===== config.mk =====
export PLATFORM = sky130hd
export DESIGN_NAME = exception_controller
export DESIGN_NICKNAME = d
export VERILOG_FILES = /design/src/rtl/exc_pkg.sv /design/src/rtl/exc_priority_select.sv /design/src/rtl/exception_controller.sv
export SDC_FILE = /design/constraint.sdc
export NUM_CORES = 1
export LEC_CHECK = 0
export CAP_MARGIN = 20
export CORE_MARGIN = 2
export CORE_UTILIZATION = 35
export DETAILED_ROUTE_END_ITERATION = 10
export PLACE_DENSITY = 0.75
export SLEW_MARGIN = 20
export SYNTH_ARGS = -nofsm -noshare
export SYNTH_HDL_FRONTEND = slang
export SYNTH_SLANG_ARGS = --single-unit

===== constraint.sdc =====
create_clock -name clk -period 3.7 [get_ports clk]
set_clock_uncertainty 0.15 [all_clocks]
set_input_delay 0.74 -clock clk [delete_from_list [all_inputs] [get_ports clk]]
set_output_delay 0.74 -clock clk [all_outputs]
set_load 0.05 [all_outputs]

===== src/rtl/exc_pkg.sv =====
// Shared cause codes and sequencer state encoding for the exception controller.
package exc_pkg;

    localparam int CAUSE_ILLEGAL   = 1;
    localparam int CAUSE_ITLB_MISS = 2;
    localparam int CAUSE_DTLB_MISS = 3;
    localparam int CAUSE_PRIV      = 4;

    typedef enum logic [2:0] {
        ST_IDLE       = 3'd0,
        ST_DRAIN_TRAP = 3'd1,
        ST_TRAP       = 3'd2,
        ST_DRAIN_RET  = 3'd3,
        ST_RETURN     = 3'd4,
        ST_HALT       = 3'd5
    } exc_state_e;

endpackage


===== src/rtl/exc_priority_select.sv =====
// Combinational event arbiter: picks the single trap/return event
// presented to the sequencer while it sits in IDLE.
module exc_priority_select #(
    parameter int XLEN    = 32,
    parameter int CAUSE_W = 4
) (
    input  logic               exc_valid,
    input  logic [CAUSE_W-1:0] exc_cause,
    input  logic [XLEN-1:0]    exc_pc,
    input  logic [XLEN-1:0]    exc_addr,
    input  logic               id_valid,
    input  logic [XLEN-1:0]    id_pc,
    input  logic               id_panic,
    input  logic               id_iret,
    input  logic               id_tlbwrite,
    input  logic               id_mov_rm,
    input  logic               priv_mode,
    output logic               take,
    output logic [CAUSE_W-1:0] cause,
    output logic [XLEN-1:0]    pc,
    output logic [XLEN-1:0]    addr,
    output logic               is_ret
);
    import exc_pkg::*;

    logic priv_op;
    assign priv_op = id_iret | id_tlbwrite | id_mov_rm;

    always_comb begin
        take   = 1'b0;
        is_ret = 1'b0;
        cause  = '0;
        pc     = '0;
        addr   = '0;
        // The late-stage instruction is older, so it wins over decode.
        if (exc_valid) begin
            take  = 1'b1;
            cause = exc_cause;
            pc    = exc_pc;
            addr  = exc_addr;
        end else if (id_valid && id_panic) begin
            take  = 1'b1;
            cause = CAUSE_W'(CAUSE_ILLEGAL);
            pc    = id_pc;
        end else if (id_valid && priv_op && !priv_mode) begin
            take  = 1'b1;
            cause = CAUSE_W'(CAUSE_PRIV);
            pc    = id_pc;
        end else if (id_valid && id_iret) begin
            is_ret = 1'b1;
        end
    end

endmodule


===== src/rtl/exception_controller.sv =====
// Trap/return sequencer: drains stores, flushes, saves rm0-rm2, redirects fetch.
// Optional trap counter enabled by defining EXC_TRAP_COUNT_EN.
module exception_controller #(
    parameter int              XLEN       = 32,
    parameter logic [XLEN-1:0] EXC_VECTOR = 32'h0000_2000,
    parameter int              CAUSE_W    = 4
) (
    input  logic               clk,
    input  logic               reset,
    input  logic               id_valid,
    input  logic [XLEN-1:0]    id_pc,
    input  logic               id_panic,
    input  logic               id_iret,
    input  logic               id_tlbwrite,
    input  logic               id_mov_rm,
    input  logic               exc_valid,
    input  logic [CAUSE_W-1:0] exc_cause,
    input  logic [XLEN-1:0]    exc_pc,
    input  logic [XLEN-1:0]    exc_addr,
    input  logic               sb_empty,
    output logic               stall_id,
    output logic               flush_all,
    output logic               redirect_valid,
    output logic [XLEN-1:0]    redirect_pc,
    output logic [XLEN-1:0]    rm0,
    output logic [XLEN-1:0]    rm1,
    output logic [XLEN-1:0]    rm2,
    output logic               priv_mode,
    output logic               halted,
    output logic [31:0]        trap_count
);
    import exc_pkg::*;

    exc_state_e state, next;

    logic               take;
    logic               is_ret;
    logic [CAUSE_W-1:0] sel_cause;
    logic [XLEN-1:0]    sel_pc;
    logic [XLEN-1:0]    sel_addr;

    logic [CAUSE_W-1:0] pend_cause;
    logic [XLEN-1:0]    pend_pc;
    logic [XLEN-1:0]    pend_addr;

    exc_priority_select #(
        .XLEN    (XLEN),
        .CAUSE_W (CAUSE_W)
    ) u_sel (
        .exc_valid   (exc_valid),
        .exc_cause   (exc_cause),
        .exc_pc      (exc_pc),
        .exc_addr    (exc_addr),
        .id_valid    (id_valid),
        .id_pc       (id_pc),
        .id_panic    (id_panic),
        .id_iret     (id_iret),
        .id_tlbwrite (id_tlbwrite),
        .id_mov_rm   (id_mov_rm),
        .priv_mode   (priv_mode),
        .take        (take),
        .cause       (sel_cause),
        .pc          (sel_pc),
        .addr        (sel_addr),
        .is_ret      (is_ret)
    );

    always_ff @(posedge clk or negedge reset) begin
        if (!reset) begin
            state      <= ST_IDLE;
            pend_cause <= '0;
            pend_pc    <= '0;
            pend_addr  <= '0;
            rm0        <= '0;
            rm1        <= '0;
            rm2        <= '0;
            priv_mode  <= 1'b1;
        end else begin
            state <= next;
            if (state == ST_IDLE && take && !priv_mode) begin
                pend_cause <= sel_cause;
                pend_pc    <= sel_pc;
                pend_addr  <= sel_addr;
            end
            // rm regs change only here, so an aborted drain leaves them intact.
            if (state == ST_TRAP) begin
                rm0       <= pend_pc;
                rm1       <= pend_addr;
                rm2       <= {{(XLEN-CAUSE_W){1'b0}}, pend_cause};
                priv_mode <= 1'b1;
            end
            if (state == ST_RETURN) begin
                priv_mode <= 1'b0;
            end
        end
    end

    always_comb begin
        next           = state;
        stall_id       = 1'b0;
        flush_all      = 1'b0;
        redirect_valid = 1'b0;
        redirect_pc    = '0;
        halted         = 1'b0;
        case (state)
            ST_IDLE: begin
                if (take) begin
                    next = priv_mode ? ST_HALT : ST_DRAIN_TRAP;
                end else if (is_ret) begin
                    next = ST_DRAIN_RET;
                end
            end
            ST_DRAIN_TRAP: begin
                stall_id  = 1'b1;
                flush_all = 1'b1;
                if (sb_empty) begin
                    next = ST_TRAP;
                end
            end
            ST_TRAP: begin
                redirect_valid = 1'b1;
                redirect_pc    = EXC_VECTOR;
                next           = ST_IDLE;
            end
            ST_DRAIN_RET: begin
                stall_id = 1'b1;
                if (sb_empty) begin
                    next = ST_RETURN;
                end
            end
            ST_RETURN: begin
                redirect_valid = 1'b1;
                redirect_pc    = rm0;
                flush_all      = 1'b1;
                next           = ST_IDLE;
            end
            ST_HALT: begin
                stall_id = 1'b1;
                halted   = 1'b1;
            end
            default: begin
                next = ST_IDLE;
            end
        endcase
    end

`ifdef EXC_TRAP_COUNT_EN
    logic [31:0] count;

    always_ff @(posedge clk or negedge reset) begin
        if (!reset) begin
            count <= '0;
        end else if (state == ST_TRAP) begin
            count <= count + 32'd1;
        end
    end

    assign trap_count = count;
`else
    assign trap_count = '0;
`endif

endmodule


==> flow_summary_export.csv, run 1 <==
group,metric,value,unit
run_status,outcome,"finished, final reports clean",
timing,grt_setup_unrepaired,"no",
clock_network,numClockSinks,140,
finish,final_layout_size_suffix_gt1_share,14.9,%
job,drv_cap,0,
setup_path,r2r_start,"state[2]",
setup_path,required,2810,ps
placement,placedInstanceArea,8800,um2
placement,gp_congestion,0.767,
synth,seq_area_frac_synth,51.9,%
finish,design_area,9440,um2
setup_path,worst-r2r-cell-count,6,
worst_hold_path,hp-class,"input pin to asynchronous set/reset pin",
grt,grt_pass1_vias,5251,
clock_network,clock_latency,410,ps
synth,synthFlopType,"dfrtp_1",
route,via_per_inst,4.81,
floorplan,core-area,18800,um2
synth,synth-edff-count,0,
synth,synth.most_common_cell,"dfrtp_1",
power_and_ir_drop,finalPower,7.97,mW
synth,synthDistinctLibCells,37,
setup_path,cp-end-kind,"output port",
floorplan,die_y,143,um
floorplan,die_area,20400,um2
timing,setup_viol,0,
placement,place_hpwl,12100,um
timing,setup_tns,0,ps
power_and_ir_drop,switching_share,42.6,%
route,vias,5244,
placement,dp_slack,626,ps
route,wl_per_cell,16.1,um
power_and_ir_drop,p_seq_share,32.4,%
grt,gr-total-overflow,0,
synth,synth-async-reset-ratio,100,%
power_and_ir_drop,comb_power_share,45.1,%
clock_network,cts-root-buf,"clkbuf_16",
timing,fin_crit,3460,ps
route,firstDrtPassIters,4,
clock_network,cts_hold_buf,0,
grt,grt_antenna_before_repair,0,
finish,final_nets,926,
grt,grt_pass1_wl,27300,um
synth,syn-cell-area,6750,um2
route,remaining_drc_errors,0,
setup_path,cp_max_fo,25,
synth,yosys.area.top_type,"dfrtp_1",
finish,fin_cells,1091,
route,wirelength,17500,um
setup_path,r2r-end,"pend_pc[4]",
synth,yosys-top-cells-count,"dfrtp_1, nand2_1, mux2_2, buf_4, nand3_1",
power_and_ir_drop,intPower,4.58,mW
synth,ys_top_cells_by_area,"dfrtp_1, mux2_2, buf_4, nand2_1, a221oi_1",
synth,synthCells,624,
route,drt_iter0_drc,182,
clock_network,clkTransAtPathRegs,60,ps
setup_path,r2r_slack,910,ps
timing,fmax,0.289,GHz
power_and_ir_drop,power_density,844,nW/um2
timing,hold_viol,0,
floorplan,floorplan.initialDensity,35.8,%
synth,syn_avg_cell_area,10.8,um2
timing,hold_slack,206,ps
finish,final_util,50.1,%
floorplan,rows,50,
clock_network,cts_buffer_depth,2,
timing,finalMaxSlewViolations,0,
timing,finalCritPeriodShare,93.6,%
clock_network,cts_resized,0,
placement,dp.cells,1058,
synth,yosysTopAreaCellShare,51.5,%
power_and_ir_drop,p_switching,3.39,mW
power_and_ir_drop,ir_drop,0.393,mV
setup_path,arrival,2570,ps
power_and_ir_drop,p_clk_share,22.5,%
finish,area.growth.synth_to_final,39.8,%
clock_network,numCtsBuffers,17,
setup_path,cp-start-kind,"flip-flop",
placement,portBuffers,213,
clock_network,post_cts_buffers,0,
clock_network,cts_tree,"yes",
timing,fin_ws,235,ps
power_and_ir_drop,power_leakage,4.28,nW
synth,yosysWarnings,0,
grt,grt_start_max_net_pins,103,
floorplan,die_w,143,um
route,ant_nets,0,
timing,slew_headroom,30.0,%
floorplan,boundaryPins,274,
clock_network,ctsHtreeMaxLevel,4,
grt,grt_usage,17.3,%
synth,ys_ff_latch,140,
setup_path,worstSetupPathType,"flip-flop to output port",
timing,tightest_slew,1050,ps
## kinds of logic after synthesis
logic type,after synthesis,share of synthesized area [%]
and+or+nand+nor,222,16.4
AOI/OAI and AO/OA,79,8.33
other,1,0.0556
xor gates and xnor gates,2,0.260
muxes,69,11.5
DFF,140,51.9
buffers and inverters,111,11.6
## critical path, stage by stage, from the launching register on
cell and delay, ps:
dfrtp_1 770, buf_4 380, and3_1 200, clkdlybuf4s50_1 800
## power groups by stage
stage	Sequential [mW]	Combinational, mW	Clock (mW)
2_1_floorplan	3.44	1.61	0
3_3_place_gp	2.58	3.57	0
3_5_place_dp	2.61	3.62	0
4_1_cts	2.59	3.63	1.84
5_1_grt	2.66	3.82	1.90
6_report	2.58	3.59	1.80
## flip-flops by register name (all words and copies together), names as in the netlist
| signal | cells |
|---|---|
| pend_addr | 32 |
| pend_cause | 4 |
| pend_pc | 32 |
| priv_mode | 1 |
| rm0 | 32 |
| rm1 | 32 |
| rm2 | 4 |
| state | 3 |
## how the worst max path moves through the flow
stage | end | slack [ps] | startpoint
final | redirect_pc[15] | 240 | state[2]
after global routing | redirect_pc[6] | 70 | state[2]
after CTS | redirect_pc[15] | 180 | state[2]
after detailed placement | redirect_pc[15] | 630 | state[2]
after global placement | redirect_pc[4] | 650 | state[2]
after floorplan | stall_id | 1170 | state[1]
## cell usage in the layout (no fill, tap or decap), types with 2 or more instances in the layout
cell / instances
a21o_1: 2
a21oi_1: 5
a221oi_1: 32
and3_1: 31
buf_12: 4
buf_4: 9
bufinv_16: 3
clkbuf_16: 17
clkbuf_8: 2
clkdlybuf4s50_1: 211
clkinv_4: 3
conb_1: 60
dfrtp_1: 139
inv_6: 3
inv_8: 2
mux2_2: 68
nand2_1: 105
nand3_1: 34
nor2_1: 9
nor3_1: 2
nor3b_1: 32
o211ai_1: 2
o21ai_0: 10
o21ai_1: 24
## metal layers
metal  routed length (um)  GRT usage [%]
met5                    0              0
met4                  204           5.32
met3                 1040           3.82
met2                 8600           29.4
met1                 7690           22.0
## layout make-up
cell class | instances | area (um2)
clock inverters | 13 | 178
clock buffers | 19 | 453
diodes | 1 | 2.50
repair buffers | 225 | 2270
flip-flops and latches | 140 | 3500
inverters | 1 | 3.75
fillers | 1717 | 9390
well taps | 260 | 325
multi-input cells | 432 | 2700
(Power assumes the default switching activity.)
==> run 2: changes to the inputs <==
--- a/config.mk
+++ b/config.mk
@@ -6,6 +6,6 @@
 export NUM_CORES = 1
 export LEC_CHECK = 0
-export CAP_MARGIN = 20
-export CORE_MARGIN = 2
+export CAP_MARGIN = 5
+export CORE_MARGIN = 1
 export CORE_UTILIZATION = 35
 export DETAILED_ROUTE_END_ITERATION = 10
==> constraint.sdc (replaced) <==
create_clock -name clk -period 3.7 [get_ports clk]
set_clock_uncertainty 0.15 [all_clocks]
set_input_delay 0.555 -clock clk [delete_from_list [all_inputs] [get_ports clk]]
set_output_delay 0.555 -clock clk [all_outputs]
set_load 0.05 [all_outputs]
==> run 2 against run 1 <==
Against the previous run: wire length fell by 2.0%; clock power rose by 5%; maximum frequency rose by 0.97%; largest cell class unchanged; highest routed layer unchanged.
==> flow_summary_export.csv, run 2 (synthesized netlist as in run 1, its figures left out) <==
group,metric,value,unit
timing,fin_crit,3430,ps
route,via_per_inst,4.67,
setup_path,r2r_slack,1070,ps
timing,setup_viol,0,
route,remaining_drc_errors,0,
power_and_ir_drop,p_clk_share,23.6,%
worst_hold_path,hp-class,"input pin to asynchronous set/reset pin",
placement,gp_congestion,0.758,
setup_path,critPathBufInv,2,
route,ant_nets,0,
power_and_ir_drop,power_density,848,nW/um2
route,wl_met3,1040,um
job,drv_cap,0,
power_and_ir_drop,ir_drop,0.346,mV
route,wl_per_cell,15.7,um
timing,finalMaxSlewViolations,0,
floorplan,die_y,141,um
clock_network,cts_tree,"yes",
setup_path,crit_family,"buffers and inverters",
setup_path,cp-start-kind,"flip-flop",
power_and_ir_drop,p_switching,3.35,mW
timing,hold_viol,0,
clock_network,cts_buffer_depth,2,
timing,finalCritPeriodShare,92.7,%
timing,grt_setup_unrepaired,"no",
route,drt_iter0_drc,171,
timing,setup_tns,0,ps
grt,grt_usage,17.7,%
setup_path,arrival,2730,ps
grt,gr-total-overflow,0,
grt,grt_pass1_wl,27000,um
floorplan,boundaryPins,274,
finish,final_layout_size_suffix_gt1_share,15.0,%
power_and_ir_drop,intPower,4.66,mW
power_and_ir_drop,finalPower,8.01,mW
finish,fill_cells,1705,
grt,grt_start_max_net_pins,82,
floorplan,die_w,141,um
clock_network,numClockSinks,140,
setup_path,slowest_stage,"clkdlybuf4s50_1",
route,firstDrtPassIters,6,
timing,fmax,0.291,GHz
clock_network,cts_resized,0,
clock_network,clkTransAtPathRegs,60,ps
finish,final_cell_mix,"clkdlybuf4s50_1, dfrtp_1, nand2_1",
finish,area.growth.synth_to_final,39.9,%
setup_path,worstPathCellList,"nor2_2 -> buf_4 -> and3_1 -> clkdlybuf4s50_1",
floorplan,floorplan.initialDensity,35.8,%
setup_path,r2r_start,"state[2]",
finish,final_nets,927,
clock_network,post_cts_buffers,0,
clock_network,clock_latency,410,ps
timing,hold_slack,8.39,ps
clock_network,cts_hold_buf,0,
floorplan,core-area,18800,um2
grt,grt_pass1_vias,5066,
timing,slew_headroom,34.6,%
setup_path,worstSetupPathType,"flip-flop to output port",
finish,layout.cells.most_common,"clkdlybuf4s50_1",
placement,portBuffers,213,
route,wl_met2,8430,um
power_and_ir_drop,comb_power_share,44.4,%
route,wirelength,17200,um
clock_network,cts-root-buf,"clkbuf_16",
route,vias,5102,
setup_path,critical_path.max_stage_delay,810,ps
setup_path,r2r-end,"pend_pc[16]",
power_and_ir_drop,p_seq_share,32.0,%
clock_network,numCtsBuffers,17,
setup_path,required,2990,ps
placement,place_hpwl,11700,um
setup_path,cp-end-kind,"output port",
power_and_ir_drop,switching_share,41.8,%
floorplan,rows,50,
route,met1_length,7560,um
setup_path,worst-r2r-cell-count,6,
clock_network,ctsHtreeMaxLevel,4,
setup_path,cp_max_fo,24,
floorplan,die_area,19800,um2
finish,final_util,50.1,%
timing,tightest_slew,981,ps
power_and_ir_drop,power_leakage,4.28,nW
run_status,outcome,"finished, final reports clean",
route,top_layer,"met4",
grt,grt_antenna_before_repair,0,
[run 2: changes by cell type in the layout (fill, tap and decap cells not counted)]
| cell | before | now |
|---|---|---|
| buf_4 | 9 | 13 |
| buf_12 | 4 | 2 |
| bufinv_16 | 3 | 5 |
| clkinvlp_4 | 1 | 3 |
| inv_8 | 2 | 0 |
| clkbuf_1 | 0 | 1 |
| clkbuf_8 | 2 | 1 |
| clkdlybuf4s50_1 | 211 | 210 |
| clkinv_4 | 3 | 2 |
| inv_6 | 3 | 2 |
[run 2: worst reg2reg max path, cell delays in order (launching register included)]
cell and delay, ps:
dfrtp_1 550, buf_4 330, or3_4 400, a2111o_2 640, buf_4 290, nand2_1 80, o21ai_0 70
[run 2: area by class of cell]
cell class              instances  area [um2]  area share, %
multi-input cells             432        2700           28.6
well taps                     260         325           3.45
clock buffers                  19         443           4.69
inverters                       1        3.75         0.0398
flip-flops and latches        140        3500           37.1
repair buffers                226        2250           23.8
diodes                          1        2.50         0.0265
clock inverters                13         213           2.25
[run 2: stage by stage]
step / instances / worst slack (ps) / area [um2]
finish: 1092 / 269 / 9440
global route: 1091 / 126 / 9440
CTS: 1091 / 213 / 9440
detailed placement: 1059 / 677 / 8780
global placement: 1059 / 743 / 8780
floorplan: 683 / 1350 / 6970
[run 2: how the worst max path moves through the flow]
stage                   from              end  cells after the start
floorplan           state[1]         stall_id                      2
global placement    state[0]  redirect_pc[21]                      4
finish              state[0]  redirect_pc[21]                      4
CTS                 state[0]  redirect_pc[21]                      4
global route        state[0]  redirect_pc[21]                      4
detailed placement  state[0]  redirect_pc[21]                      4
[run 2: layer usage]
| metal | vias to the layer above | track usage, % |
|---|---|---|
| met3 | 15 | 4.69 |
| li1 | 2446 | - |
| met2 | 185 | 30.5 |
| met5 | - | 0 |
| met4 | 0 | 4.63 |
| met1 | 2456 | 22.0 |
[run 2: power groups by stage]
stage	Combinational, mW	Sequential, mW	Clock, mW
6_report	3.56	2.57	1.89
5_1_grt	3.78	2.66	2.01
4_1_cts	3.60	2.58	1.93
3_5_place_dp	3.59	2.60	0
3_3_place_gp	3.53	2.57	0
2_1_floorplan	1.61	3.44	0
